**config.mk**
```make
export PLATFORM = sky130hd
export DESIGN_NAME = alu_seq
export DESIGN_NICKNAME = d
export VERILOG_FILES = /design/src/rtl/alu_pkg.sv /design/src/rtl/alu_muldiv_iter.sv /design/src/rtl/alu_seq.sv
export SDC_FILE = /design/constraint.sdc
export NUM_CORES = 1
export LEC_CHECK = 0
export CORE_MARGIN = 5
export CORE_UTILIZATION = 55
export DETAILED_ROUTE_END_ITERATION = 10
export PLACE_DENSITY = 0.73
export SLEW_MARGIN = 5
export SYNTH_ARGS = -nofsm -noshare
export SYNTH_HDL_FRONTEND = slang
export SYNTH_SLANG_ARGS = --single-unit
```
**constraint.sdc**
```tcl
create_clock -name clk -period 4.6 [get_ports clk]
set_input_delay 0.92 -clock clk [delete_from_list [all_inputs] [get_ports clk]]
set_output_delay 0.92 -clock clk [all_outputs]
set_load 0.01 [all_outputs]
```
**src/rtl/alu_pkg.sv**
```systemverilog
// Shared definitions for the sequential ALU: opcode encodings, FSM state
// encoding and the packed flag payload carried alongside each result.
package alu_pkg;

   localparam int unsigned OP_W    = 4;
   localparam int unsigned STATE_W = 2;

   // Opcodes (alu_control)
   localparam logic [OP_W-1:0] ALU_AND = 4'b0000;
   localparam logic [OP_W-1:0] ALU_OR  = 4'b0001;
   localparam logic [OP_W-1:0] ALU_ADD = 4'b0010;
   localparam logic [OP_W-1:0] ALU_XOR = 4'b0011;
   localparam logic [OP_W-1:0] ALU_SUB = 4'b0110;
   localparam logic [OP_W-1:0] ALU_MUL = 4'b1000;
   localparam logic [OP_W-1:0] ALU_DIV = 4'b1001;
   localparam logic [OP_W-1:0] ALU_REM = 4'b1010;

   // Handshake FSM states
   localparam logic [STATE_W-1:0] ST_IDLE = 2'd0;
   localparam logic [STATE_W-1:0] ST_MUL  = 2'd1;
   localparam logic [STATE_W-1:0] ST_DIV  = 2'd2;
   localparam logic [STATE_W-1:0] ST_DONE = 2'd3;

   // Status flags returned with every result
   typedef struct packed {
      logic zero;
      logic carry;
      logic overflow;
      logic div_by_zero;
      logic illegal_op;
   } alu_flags_t;

endpackage

```
**src/rtl/alu_muldiv_iter.sv**
```systemverilog
// Iterative multiply / restoring divide engine, one bit per cycle.
// Ports:
//   clk, rst_n     clock, async active-low reset
//   start          one-cycle pulse: load operands and begin WIDTH iterations
//   is_div         0 = unsigned multiply, 1 = unsigned divide (sampled on start)
//   opa, opb       multiplier/multiplicand or dividend/divisor (sampled on start)
//   done           registered one-cycle pulse after the last iteration
//   acc_lo         MUL: low product half;  DIV: quotient
//   acc_hi         MUL: high product half; DIV: unused (zero)
//   rem            DIV: remainder
module alu_muldiv_iter
   import alu_pkg::*;
#(
   parameter int unsigned WIDTH = 32
) (
   input  logic             clk,
   input  logic             rst_n,
   input  logic             start,
   input  logic             is_div,
   input  logic [WIDTH-1:0] opa,
   input  logic [WIDTH-1:0] opb,
   output logic             done,
   output logic [WIDTH-1:0] acc_lo,
   output logic [WIDTH-1:0] acc_hi,
   output logic [WIDTH-1:0] rem
);

   localparam int unsigned CNT_W = $clog2(WIDTH + 1);

   logic                 busy;
   logic                 is_div_q;
   logic [CNT_W-1:0]     cnt;
   logic [2*WIDTH-1:0]   acc;
   logic [WIDTH-1:0]     rem_q;
   logic [WIDTH-1:0]     opb_q;

   logic [WIDTH:0]       mul_sum_c;
   logic [WIDTH:0]       div_shift_c;
   logic [WIDTH:0]       div_diff_c;
   logic                 div_ge_c;

   // Shift-add step: conditionally add multiplicand into the high half
   assign mul_sum_c = acc[0] ? ({1'b0, acc[2*WIDTH-1:WIDTH]} + {1'b0, opb_q})
                             : {1'b0, acc[2*WIDTH-1:WIDTH]};

   // Restoring step: shift next dividend bit into the (WIDTH+1)-bit partial
   // remainder and trial-subtract; bit WIDTH of the difference is the borrow
   assign div_shift_c = {rem_q, acc[WIDTH-1]};
   assign div_diff_c  = div_shift_c - {1'b0, opb_q};
   assign div_ge_c    = ~div_diff_c[WIDTH];

   // Iteration registers
   always_ff @(posedge clk or negedge rst_n) begin
      if (!rst_n) begin
         busy     <= 1'b0;
         is_div_q <= 1'b0;
         cnt      <= '0;
         acc      <= '0;
         rem_q    <= '0;
         opb_q    <= '0;
         done     <= 1'b0;
      end else begin
         done <= 1'b0;
         if (start) begin
            busy     <= 1'b1;
            is_div_q <= is_div;
            cnt      <= CNT_W'(WIDTH);
            acc      <= {{WIDTH{1'b0}}, opa};
            rem_q    <= '0;
            opb_q    <= opb;
         end else if (busy) begin
            if (is_div_q) begin
               rem_q            <= div_ge_c ? div_diff_c[WIDTH-1:0] : div_shift_c[WIDTH-1:0];
               acc[WIDTH-1:0]   <= {acc[WIDTH-2:0], div_ge_c};
            end else begin
               acc <= {mul_sum_c, acc[WIDTH-1:1]};
            end
            cnt <= cnt - CNT_W'(1);
            if (cnt == CNT_W'(1)) begin
               busy <= 1'b0;
               done <= 1'b1;
            end
         end
      end
   end

   assign acc_lo = acc[WIDTH-1:0];
   assign acc_hi = acc[2*WIDTH-1:WIDTH];
   assign rem    = rem_q;

endmodule

```
**src/rtl/alu_seq.sv**
```systemverilog
// Multi-cycle ALU between register-read and write-back with valid/ready on
// both sides. Logic/add/sub finish in one cycle; MUL/DIV/REM iterate.
// Ports:
//   clk, rst_n            clock, async active-low reset
//   in_valid / in_ready   request handshake (in_ready high only in IDLE)
//   alu_control           opcode, sampled on accept
//   src1, src2            operands, sampled on accept
//   out_valid / out_ready result handshake; outputs held until consumed
//   result                operation result
//   zero, carry, overflow, div_by_zero, illegal_op   status flags
module alu_seq
   import alu_pkg::*;
#(
   parameter int unsigned WIDTH = 32
) (
   input  logic             clk,
   input  logic             rst_n,
   input  logic             in_valid,
   output logic             in_ready,
   input  logic [3:0]       alu_control,
   input  logic [WIDTH-1:0] src1,
   input  logic [WIDTH-1:0] src2,
   output logic             out_valid,
   input  logic             out_ready,
   output logic [WIDTH-1:0] result,
   output logic             zero,
   output logic             carry,
   output logic             overflow,
   output logic             div_by_zero,
   output logic             illegal_op
);

   logic [STATE_W-1:0] state, state_next;
   logic [OP_W-1:0]    op_q, op_next;
   logic [WIDTH-1:0]   a_q, a_next;
   logic [WIDTH-1:0]   b_q, b_next;
   logic [WIDTH-1:0]   result_next;
   alu_flags_t         flags_q, flags_next;
   logic               out_valid_next;
   logic               in_ready_next;

   logic               accept_c;
   logic               start_c;
   logic               fin_c;
   logic [WIDTH-1:0]   fin_result_c;
   alu_flags_t         fin_flags_c;

   logic               iter_done;
   logic [WIDTH-1:0]   iter_lo;
   logic [WIDTH-1:0]   iter_hi;
   logic [WIDTH-1:0]   iter_rem;

   logic [WIDTH:0]     add_sum_c;
   logic [WIDTH:0]     sub_diff_c;

   // Single-cycle arithmetic on latched operands; bit WIDTH is carry/borrow
   assign add_sum_c  = {1'b0, a_q} + {1'b0, b_q};
   assign sub_diff_c = {1'b0, a_q} - {1'b0, b_q};

   assign accept_c = in_valid & in_ready;

   alu_muldiv_iter #(
      .WIDTH (WIDTH)
   ) u_iter (
      .clk    (clk),
      .rst_n  (rst_n),
      .start  (start_c),
      .is_div (alu_control != ALU_MUL),
      .opa    (src1),
      .opb    (src2),
      .done   (iter_done),
      .acc_lo (iter_lo),
      .acc_hi (iter_hi),
      .rem    (iter_rem)
   );

   // Next-state and next-output logic
   always_comb begin
      state_next     = state;
      op_next        = op_q;
      a_next         = a_q;
      b_next         = b_q;
      result_next    = result;
      flags_next     = flags_q;
      out_valid_next = out_valid;
      in_ready_next  = in_ready;
      start_c        = 1'b0;
      fin_c          = 1'b0;
      fin_result_c   = '0;
      fin_flags_c    = '0;

      case (state)
         ST_IDLE: begin
            if (accept_c) begin
               op_next       = alu_control;
               a_next        = src1;
               b_next        = src2;
               in_ready_next = 1'b0;
               if (alu_control == ALU_MUL) begin
                  state_next = ST_MUL;
                  start_c    = 1'b1;
               end else if (((alu_control == ALU_DIV) || (alu_control == ALU_REM)) &&
                            (src2 != '0)) begin
                  state_next = ST_DIV;
                  start_c    = 1'b1;
               end else begin
                  // Single-cycle, illegal and divide-by-zero finish in DONE
                  state_next = ST_DONE;
               end
            end
         end

         ST_MUL: begin
            if (iter_done) begin
               fin_c                = 1'b1;
               fin_result_c         = iter_lo;
               fin_flags_c.overflow = |iter_hi;
               state_next           = ST_DONE;
            end
         end

         ST_DIV: begin
            if (iter_done) begin
               fin_c        = 1'b1;
               fin_result_c = (op_q == ALU_REM) ? iter_rem : iter_lo;
               state_next   = ST_DONE;
            end
         end

         ST_DONE: begin
            if (!out_valid) begin
               // First DONE cycle of a non-iterative op: compute and register
               fin_c = 1'b1;
               case (op_q)
                  ALU_ADD: begin
                     fin_result_c         = add_sum_c[WIDTH-1:0];
                     fin_flags_c.carry    = add_sum_c[WIDTH];
                     fin_flags_c.overflow = (a_q[WIDTH-1] == b_q[WIDTH-1]) &&
                                            (add_sum_c[WIDTH-1] != a_q[WIDTH-1]);
                  end
                  ALU_SUB: begin
                     fin_result_c         = sub_diff_c[WIDTH-1:0];
                     fin_flags_c.carry    = sub_diff_c[WIDTH];
                     fin_flags_c.overflow = (a_q[WIDTH-1] != b_q[WIDTH-1]) &&
                                            (sub_diff_c[WIDTH-1] != a_q[WIDTH-1]);
                  end
                  ALU_AND: fin_result_c = a_q & b_q;
                  ALU_OR:  fin_result_c = a_q | b_q;
                  ALU_XOR: fin_result_c = a_q ^ b_q;
                  ALU_DIV: begin
                     fin_result_c            = '1;
                     fin_flags_c.div_by_zero = 1'b1;
                  end
                  ALU_REM: begin
                     fin_result_c            = a_q;
                     fin_flags_c.div_by_zero = 1'b1;
                  end
                  default: fin_flags_c.illegal_op = 1'b1;
               endcase
            end else if (out_ready) begin
               out_valid_next = 1'b0;
               in_ready_next  = 1'b1;
               state_next     = ST_IDLE;
            end
         end

         default: begin
            state_next     = ST_IDLE;
            out_valid_next = 1'b0;
            in_ready_next  = 1'b1;
         end
      endcase

      // zero always derives from the final result being registered
      if (fin_c) begin
         result_next     = fin_result_c;
         flags_next      = fin_flags_c;
         flags_next.zero = (fin_result_c == '0);
         out_valid_next  = 1'b1;
      end
   end

   // State and output registers
   always_ff @(posedge clk or negedge rst_n) begin
      if (!rst_n) begin
         state     <= ST_IDLE;
         op_q      <= '0;
         a_q       <= '0;
         b_q       <= '0;
         result    <= '0;
         flags_q   <= '0;
         out_valid <= 1'b0;
         in_ready  <= 1'b1;
      end else begin
         state     <= state_next;
         op_q      <= op_next;
         a_q       <= a_next;
         b_q       <= b_next;
         result    <= result_next;
         flags_q   <= flags_next;
         out_valid <= out_valid_next;
         in_ready  <= in_ready_next;
      end
   end

   assign zero        = flags_q.zero;
   assign carry       = flags_q.carry;
   assign overflow    = flags_q.overflow;
   assign div_by_zero = flags_q.div_by_zero;
   assign illegal_op  = flags_q.illegal_op;

endmodule

```
* After elaboration in Yosys (flattened, before gate mapping) *
Cells that the tools add are included.

cells by class
  equal/unequal tests = 23
  $add $sub $neg = 5
  bitwise logic cells = 5
  multiplexer cells = 53
  reductions and logical operators = 21

operators with widths
  kind                                                              count
  32-bit two-way mux                                                10
  32-bit case mux with 7 select lines                               1
  64-bit two-way mux                                                2
  32-bit case mux with 3 select lines                               1
  32-bit by 32-bit adder with 33-bit output                         2
  33-bit two-way mux                                                1
  32-bit by 32-bit subtractor with 33-bit output                    1
  33-bit by 32-bit subtractor with 33-bit output                    1
  32-bit bitwise AND                                                1
  32-bit logical NOT                                                1
  32-bit OR                                                         1
  32-bit nonzero test                                               1
  32-bit OR reduction                                               1
  32-bit bitwise XOR                                                1
  1-bit two-way mux                                                 24
  4-bit == test (second input constant)                             5
  2-bit two-way mux                                                 6
  6-bit two-way mux                                                 2
  4-bit by 2-bit == test with 1-bit output (second input constant)  2
  2-bit != test (second input constant)                             4
  4-bit AND reduction                                               2
  2-bit nonzero test                                                4
  7-bit OR reduction                                                1
  6-bit by 1-bit == test with 1-bit output (second input constant)  1
  21 further kinds                                                  31

storage, ports and cells
  register bits after elaboration = 246
  input bits = 72

* Longest topological paths before layout *
Gate-level depths: netlist of run 1.

  depth after elaboration = 9
  gate-level depth with buffers = 16

* Modules after synthesis *
From an unflattened synthesis of run 1, not the netlist that was laid out.

unflattened totals
  cell total of the unflattened synthesis = 2564
  area total of the unflattened synthesis = 20910.1 um^2

by module, submodules not included
  module           cells an instance  times used  area each (um^2)
  alu_seq          1440               1           11403.4
  alu_muldiv_iter  1124               1           9506.6

* Least setup slack after synthesis of run 1 *
Ideal clock, no wire load.

  kind = reg-to-reg
  start = register u_iter.acc[31]
  end = register u_iter.rem_q[14], in the netlist u_iter.rem[14]
  required time = 4.468 ns
  cell stages (with the launch flop) = 17
  slack = 1.284 ns
  arrival = 3.184 ns
  path buffers = 1
  path through = dfrtp_1 -> inv_1 -> ha_1 -> inv_1 -> fa_1 -> a21o_1 -> a21o_1 -> a211o_1 -> a21oi_1 -> o211ai_1 -> nand3b_1 -> a21oi_1 -> mux2_2 -> nand2_1 -> buf_2 -> mux2i_1 -> o21ai_1

on the way
  longest elaborated chain between the ends = 5

ends and longest elaborated chain
  element                                         RTL line               text
  start, declared                                 alu_muldiv_iter.sv:33  logic [2*WIDTH-1:0] acc;
  start signal, assigned                          alu_muldiv_iter.sv:68  acc <= {{WIDTH{1'b0}}, opa};
  start signal, assigned by index                 alu_muldiv_iter.sv:74  acc[WIDTH-1:0] <= {acc[WIDTH-2:0], div_ge_c};
  start signal, assigned                          alu_muldiv_iter.sv:76  acc <= {mul_sum_c, acc[WIDTH-1:1]};
  33-bit by 32-bit subtractor with 33-bit output  alu_muldiv_iter.sv:49  assign div_diff_c = div_shift_c - {1'b0, opb_q};
  32-bit two-way mux                              alu_muldiv_iter.sv:73  rem_q <= div_ge_c ? div_diff_c[WIDTH-1:0] : div_shift_c[WIDTH-1:0];
  32-bit two-way mux                              alu_muldiv_iter.sv:72  if (is_div_q) begin
  32-bit two-way mux                              alu_muldiv_iter.sv:71  end else if (busy) begin
  32-bit two-way mux                              alu_muldiv_iter.sv:64  if (start) begin
  end signal, assigned                            alu_muldiv_iter.sv:73
  end, declared                                   alu_muldiv_iter.sv:34  logic [WIDTH-1:0] rem_q;

Every way passes these cells. The select of a mux whose other input is x is not followed.
A chain may end at the register's enable or synchronous reset.

* Worst setup path after layout of run 1 *
  start = register a_q[0]
  end = register flags_q, in the netlist zero

on the way
  longest elaborated chain between the ends = 5
  elaborated cells on any way between the ends = 9

ends and longest elaborated chain
  element                                                                       RTL line        text
  start, declared                                                               alu_seq.sv:35   logic [WIDTH-1:0] a_q, a_next;
  start signal, assigned                                                        alu_seq.sv:197  a_q <= a_next;
  32-bit by 32-bit subtractor with 33-bit output, or another cell as far along  alu_seq.sv:58   assign sub_diff_c = {1'b0, a_q} - {1'b0, b_q};
  32-bit case mux with 7 select lines *                                         alu_seq.sv:134  case (op_q)
  32-bit two-way mux *                                                          alu_seq.sv:131  if (!out_valid) begin
  32-bit case mux with 3 select lines *                                         alu_seq.sv:92   case (state)
  32-bit logical NOT *                                                          alu_seq.sv:178  flags_next.zero = (fin_result_c == '0);
  end signal, assigned                                                          alu_seq.sv:200  flags_q <= flags_next;
  end, declared                                                                 alu_seq.sv:38   alu_flags_t flags_q, flags_next;

Mark *: on every way between the ends. The rest lies on a longest branch, timed or not.

==> flow_metrics.py, run 1 <==
metrics = {
    "synthesis": {
        "synth_seq_area_share_pct": 30.1,
        "ys_top_cells_by_count": "309 x nand2_1, 245 x dfrtp_1, 210 x o21ai_0",
        "ys_ff_latch": 246,
        "synth_most_common_cell": "nand2_1",
        "synth_fp_nets": 2722,
        "synth_cell_types": 91,
        "yosysWarningCount": 0,
        "avgSynthCellArea_um2": 8.27,
        "netlist_area_um2": 20400,
        "synth_top_area_cell": "dfrtp_1",
        "synthArstFlopShare_pct": 100,
        "yosys.area.top_type_share_pct": 30.0,
        "synth_ff_type": "dfrtp_1",
        "postSynthCellCount": 2470,
        "synth_edf_count": 0,
        "synth_area_leaders": "dfrtp_1 30%, ha_1 11%, nand2_1 5.7%",
    },
    "sta": {
        "report.final.slew_viol_count": 0,
        "fin_hold_ws_ns": 0.365,
        "slew_headroom_pct": 33.1,
        "grt_setup_unrepaired": "no",
        "finalCritPeriodShare_pct": 91.6,
        "finalSetupViolations": 0,
        "skew_ns": 0.0352,
        "fin_tns_setup_ns": 0,
        "tightest_slew_ns": 1.00,
        "hold_viol_final": 0,
        "fmax_ghz": 0.237,
        "finalCriticalPeriod_ns": 4.21,
    },
    "global_route": {
        "grt_pass1_wl_um": 111000,
        "grt_max_degree": 137,
        "use_met1_pct": 46.1,
        "grt_usage_pct": 34.0,
        "antenna_found_initial": 0,
        "use_met3_pct": 5.70,
        "grt_pass1_vias": 19100,
        "grt-ovfl-total": 0,
        "top_usage_layer": "met2",
        "grt_util_met2_pct": 54.1,
    },
    "clocking": {
        "clockBufferDepth": 3,
        "clk_pin_slew_ns": 0.08,
        "cts-root-buf": "clkbuf_16",
        "post_cts_buffers": 0,
        "cts_resized": 0,
        "cts_tree": "built",
        "clkLatencyLatePin_ns": 0.58,
        "cts.sinks": 246,
        "hold_buffers": 0,
        "numCtsBuffers": 28,
        "htree_levels": 1,
    },
    "finish": {
        "fill_cells": 3180,
        "finalInstanceArea_um2": 23100,
        "instances_no_fill": 3015,
        "drive_above_1_share_pct": 8.37,
        "areaGrowthSynthToFinish_pct": 12.9,
        "nets": 2778,
    },
    "run_status": {
        "outcome": "finished, final reports clean",
    },
    "setup_path": {
        "start_kind": "register",
        "critPathKind": "reg2reg",
        "cp-end-kind": "register",
        "arrival_ns": 4.67,
        "crit_fanout": 5,
        "cp.required_ns": 5.06,
    },
    "placed_design": {
        "io_buffers": 110,
        "dp.cells": 2964,
        "dp_hpwl_um": 54800,
        "dpl_cell_area_um2": 22100,
        "gp_congestion": 0.998,
    },
    "pwr": {
        "power.total_w": 0.00471,
        "switchingPower_w": 0.00104,
        "ir_drop_uv": 291,
        "p_leak_nw": 9.98,
        "p_int_w": 0.00368,
        "power_density_nw_per_um2": 204,
        "seqPwrFrac_pct": 45.9,
        "swShare_pct": 22.0,
        "pwr-share-clk_pct": 50.9,
        "combPwrFrac_pct": 3.1,
    },
    "routing": {
        "wl_per_cell_um": 23.8,
        "drt_iter0_drc": 1965,
        "first_pass_iters": 8,
        "ant_nets": 0,
        "routed_wirelength_um": 71800,
        "vias_per_cell": 6.55,
        "drc": 0,
        "num_vias": 19700,
    },
    "floorplanning": {
        "die_y_um": 203,
        "die_x_um": 203,
        "io_pins": 111,
        "fp.coreArea_um2": 36600,
        "num_rows": 70,
        "initial_utilization_pct": 55.8,
        "dieArea_um2": 41100,
    },
    "job": {
        "drv_cap": 0,
    },
    "worst_hold_path": {
        "hold_path.class": "in2async",
    },
}
-- sequential cells by signal, summed over array words and instances, names as in the netlist, 2 cells and up --
| signal | count |
|---|---|
| u_iter.acc | 64 |
| u_iter.opb_q | 32 |
| state | 2 |
| b_q | 32 |
| u_iter.cnt | 6 |
| op_q | 4 |
| u_iter.rem | 32 |
| result | 32 |
| a_q | 32 |
-- per-stage QoR --
| stage | util [%] | worst slack, ns |
|---|---|---|
| 4_1_cts | 63.0 | 0.312 |
| 5_1_grt | 63.0 | 0.145 |
| 3_3_place_gp | 60.3 | 0.360 |
| 3_5_place_dp | 60.3 | 0.319 |
| 6_report | 63.0 | 0.388 |
| 2_1_floorplan | - | 1.28 |
-- placed cells by master, fill, tap and decap left out, drive strengths merged, types with 25 or more instances in the layout --
master	instances
a211oi	25
a21o	53
a21oi	164
a22oi	30
a31oi	32
buf	57
clkbuf	37
clkdlybuf4s50	109
dfrtp	245
ha	176
inv	149
mux2	83
mux2i	89
nand2	309
nand2b	27
nand3	41
nor2	146
nor2b	25
nor3	35
nor4	31
o21ai	262
xnor2	61
-- critical path: stages, from the launching register on --
cell and delay (ns):
dfrtp_1 0.42, inv_1 0.09, ha_1 0.16, inv_1 0.05
fa_1 0.40, nor2b_1 0.17, o31ai_1 0.51, o21ai_1 0.20
a311oi_2 0.60, o211ai_1 0.21, mux2i_1 0.15, o22ai_1 0.26
a41oi_1 0.17, nor4b_1 0.29, nand4b_1 0.17, o31ai_1 0.26
-- area by class of cell --
cell class	count	area [µm²]	area share, %
multi-input cells	1935	13200	57.4
flip-flops and latches	246	6160	26.7
repair buffers	166	1540	6.67
clock buffers	37	806	3.49
well taps	468	586	2.54
inverters	149	559	2.42
clock inverters	13	175	0.759
diodes	1	2.50	0.0108
-- final timing paths --
kind / startpoint / cells after the start / end / slack, ns
setup / recovery: a_q[0] / 15 / zero / 0.39
hold / removal: rst_n / 1 / a_q[6] / 0.36
setup reg to reg: a_q[0] / 15 / zero / 0.39
hold reg to reg: result[9] / 2 / result[9] / 0.47
max in group asynchronous: rst_n / 2 / u_iter.acc[47] / 3.19
min in group clk: result[9] / 2 / result[9] / 0.47
-- routing by layer --
layer | vias up | wire [µm]
met1 | 9554 | 30100
met4 | 0 | 3600
met3 | 180 | 5860
met5 | - | 0
li1 | 9066 | -
met2 | 948 | 32200
-- power groups by stage --
| stage | registers (W) | clock network (W) | logic (W) |
|---|---|---|---|
| after global placement | 0.00220 | 0 | 0.000147 |
| after detailed placement | 0.00220 | 0 | 0.000148 |
| final | 0.00216 | 0.00240 | 0.000147 |
| after global routing | 0.00216 | 0.00253 | 0.000158 |
| after CTS | 0.00216 | 0.00242 | 0.000149 |
| after floorplan | 0.00220 | 0 | 0.00000496 |
-- logic make-up (layout without fill, tap and decap cells) --
logic type	after synthesis	after routing	share of synthesized area, %
DFF	246	246	30.1
xor gates and xnor gates	80	80	3.43
AOI/OAI and AO/OA	792	792	24.9
muxes	172	172	8.93
and+or+nand+nor	711	711	16.1
adders and majority gates	180	180	11.2
buffers and inverters	289	365	5.41
other	0	1	0
(Power assumes the default switching activity.)
==> run 2: changes to the inputs <==
CTS_CLUSTER_SIZE = 16   (was default)
==> results of run 2 <==
Same layout as run 1: the final DEF is identical, and so are final timing and power.
==> run 3: changes to the inputs <==
--- a/config.mk
+++ b/config.mk
@@ -7,3 +7,3 @@
 export LEC_CHECK = 0
-export CORE_MARGIN = 5
+export CORE_MARGIN = 2
 export CORE_UTILIZATION = 55
==> constraint.sdc (replaced) <==
create_clock -name clk -period 4.6 [get_ports clk]
set_input_delay 0.46 -clock clk [delete_from_list [all_inputs] [get_ports clk]]
set_output_delay 0.46 -clock clk [all_outputs]
set_load 0.01 [all_outputs]
==> run 3 against run 2 <==
Effect of this change:
- design area is 0.20% higher
- clock skew shrank 0.016 ns
- global-route usage is 4.0 points higher
- count of clock-buffer cells in the layout is 7 higher
- fmax decreased by 3.7%
- clock power is essentially flat
- wire length grew 2.9%
- flip-flop and latch count unchanged
- combinational power rose by 7%
- critical path type unchanged
- critical endpoint unchanged
- largest cell class unchanged
==> flow_metrics.py, run 3 (same netlist as run 1, synthesis figures left out) <==
metrics = {
    "global_route": {
        "grt_pass1_vias": 19200,
        "antenna_found_initial": 0,
        "grt_usage_pct": 37.9,
        "grt_max_degree": 99,
        "grt_pass1_wl_um": 114000,
        "grt-ovfl-total": 0,
    },
    "pwr": {
        "swShare_pct": 22.9,
        "p_int_w": 0.00363,
        "pwr-share-clk_pct": 50.7,
        "p_leak_nw": 10.0,
        "ir_drop_uv": 276,
        "combPwrFrac_pct": 3.3,
        "power_density_nw_per_um2": 204,
        "switchingPower_w": 0.00108,
        "seqPwrFrac_pct": 45.9,
    },
    "setup_path": {
        "critPathKind": "reg2reg",
        "slowest_stage": "a311oi_2",
        "cp_slowest_stage_delay_ns": 0.60,
        "rr_endpoint": "zero",
        "crit_fanout": 5,
        "start_kind": "register",
        "r2r_cells": 15,
        "arrival_ns": 4.85,
        "rr_startpoint": "a_q[0]",
        "cp-end-kind": "register",
        "cp.required_ns": 5.07,
        "rrSetupSlack_ns": 0.23,
        "cp_cell_sequence": "inv_1 > ha_1 > inv_1 > fa_1 > nor2b_1 > o31ai_1 > o21ai_1 > a311oi_2 > o211ai_1 > mux2i_1 > o22ai_1 > a41oi_1 > nor4b_1 > nand4b_1 > o31ai_1",
    },
    "routing": {
        "drt_iter0_drc": 1987,
        "vias_per_cell": 6.62,
        "wl_met3_um": 5830,
        "wl_met2_um": 33900,
        "num_vias": 20000,
        "drc": 0,
        "first_pass_iters": 6,
        "routed_wirelength_um": 73900,
        "ant_nets": 0,
        "met1_length_um": 31200,
        "wl_per_cell_um": 24.4,
        "top_layer_used": "met4",
    },
    "floorplanning": {
        "io_pins": 111,
        "die_x_um": 197,
        "initial_utilization_pct": 55.8,
        "fp.coreArea_um2": 36600,
        "num_rows": 70,
        "dieArea_um2": 38700,
        "die_y_um": 197,
    },
    "clocking": {
        "cts.sinks": 246,
        "clockBufferDepth": 3,
        "clk_pin_slew_ns": 0.06,
        "post_cts_buffers": 0,
        "cts_tree": "built",
        "clkLatencyLatePin_ns": 0.58,
        "cts-root-buf": "clkbuf_16",
        "numCtsBuffers": 29,
        "htree_levels": 1,
    },
    "job": {
        "drv_cap": 0,
    },
    "finish": {
        "final_cell_mix": "308 x nand2_1, 243 x dfrtp_1, 210 x o21ai_0, 176 x ha_1, 160 x a21oi_1",
        "nets": 2787,
        "final_common_cell": "nand2_1",
        "largest_reg_flops": 64,
        "diodes": 0,
        "top_register": "u_iter.acc",
        "areaGrowthSynthToFinish_pct": 13.1,
        "finalInstanceArea_um2": 23100,
        "drive_above_1_share_pct": 8.49,
    },
    "sta": {
        "finalCriticalPeriod_ns": 4.37,
        "report.final.slew_viol_count": 0,
        "hold_viol_final": 0,
        "finalCritPeriodShare_pct": 95.1,
        "fmax_ghz": 0.229,
        "grt_setup_unrepaired": "no",
        "skew_ns": 0.0190,
        "fin_hold_ws_ns": 0.425,
        "fin_tns_setup_ns": 0,
        "finalSetupViolations": 0,
        "slew_headroom_pct": 25.8,
        "tightest_slew_ns": 1.10,
    },
    "placed_design": {
        "dp_hpwl_um": 56200,
        "gp_congestion": 1.00,
        "dpl_cell_area_um2": 22100,
        "io_buffers": 110,
    },
    "run_status": {
        "outcome": "finished, final reports clean",
    },
    "worst_hold_path": {
        "hold_path.class": "in2async",
    },
}
-- run 3: cell types whose count changed in the layout (fill, tap and decap cells not counted), sizes merged --
cell,delta
buf,+7
clkbuf,+7
clkinv,-3
bufinv,-1
diode,-1
dlygate4sd3,+1
-- run 3: worst max-delay path by stage --
stage / from / endpoint / cells past startpoint
3_5_place_dp: a_q[0] / zero / 15
6_report: a_q[0] / zero / 15
4_1_cts: a_q[0] / zero / 15
3_3_place_gp: a_q[10] / zero / 14
5_1_grt: a_q[15] / zero / 14
2_1_floorplan: u_iter.acc[31] / u_iter.rem[14] / 16
-- run 3: cell type report --
| class | count | area, µm² |
|---|---|---|
| tap | 468 | 586 |
| sequential | 246 | 6160 |
| clock buffer | 44 | 832 |
| multi-input combinational | 1935 | 13200 |
| clock inverter | 9 | 130 |
| fill | 3202 | 13500 |
| inverter | 149 | 559 |
| timing repair buffer | 174 | 1600 |
-- run 3: metrics by stage --
stage | utilization (%) | instances | setup slack, ns | total power (W)
after floorplan | - | 2470 | 1.28 | 0.00221
after global placement | 60.5 | 2971 | 0.435 | 0.00236
after detailed placement | 60.5 | 2971 | 0.369 | 0.00236
after CTS | 63.1 | 3025 | 0.372 | 0.00473
after global routing | 63.1 | 3025 | 0.0395 | 0.00483
final | 63.1 | 3025 | 0.226 | 0.00471
-- run 3: critical path: cells and delay by family (launching register included) --
family,cells,cell delay (ns)
AOI/OAI and AO/OA,7,2.06
adders and majority gates,2,0.59
buffers and inverters,2,0.15
DFF,1,0.42
muxes,1,0.16
and+or+nand+nor,3,0.88
-- run 3: what timing repair did --
action / 4_1_cts / 5_1_grt
endpoints found under the setup margin: 0 / 1
hold buffers: 1 / 0
resized for setup: 0 / 1
hold endpoints to repair: 55 / 0
-- run 3: per-layer routing --
| metal | GRT usage, % | up-vias |
|---|---|---|
| li1 | - | 9119 |
| met1 | 51.6 | 9777 |
| met5 | 0 | - |
| met4 | 13.9 | 0 |
| met2 | 61.7 | 944 |
| met3 | 5.37 | 175 |
-- run 3: power groups by stage --
stage | combinational (W) | sequential (W) | clock [W]
after global placement | 0.000156 | 0.00220 | 0
after global routing | 0.000168 | 0.00216 | 0.00250
after floorplan | 0.00000496 | 0.00220 | 0
after detailed placement | 0.000156 | 0.00220 | 0
after CTS | 0.000157 | 0.00216 | 0.00241
final | 0.000158 | 0.00216 | 0.00239
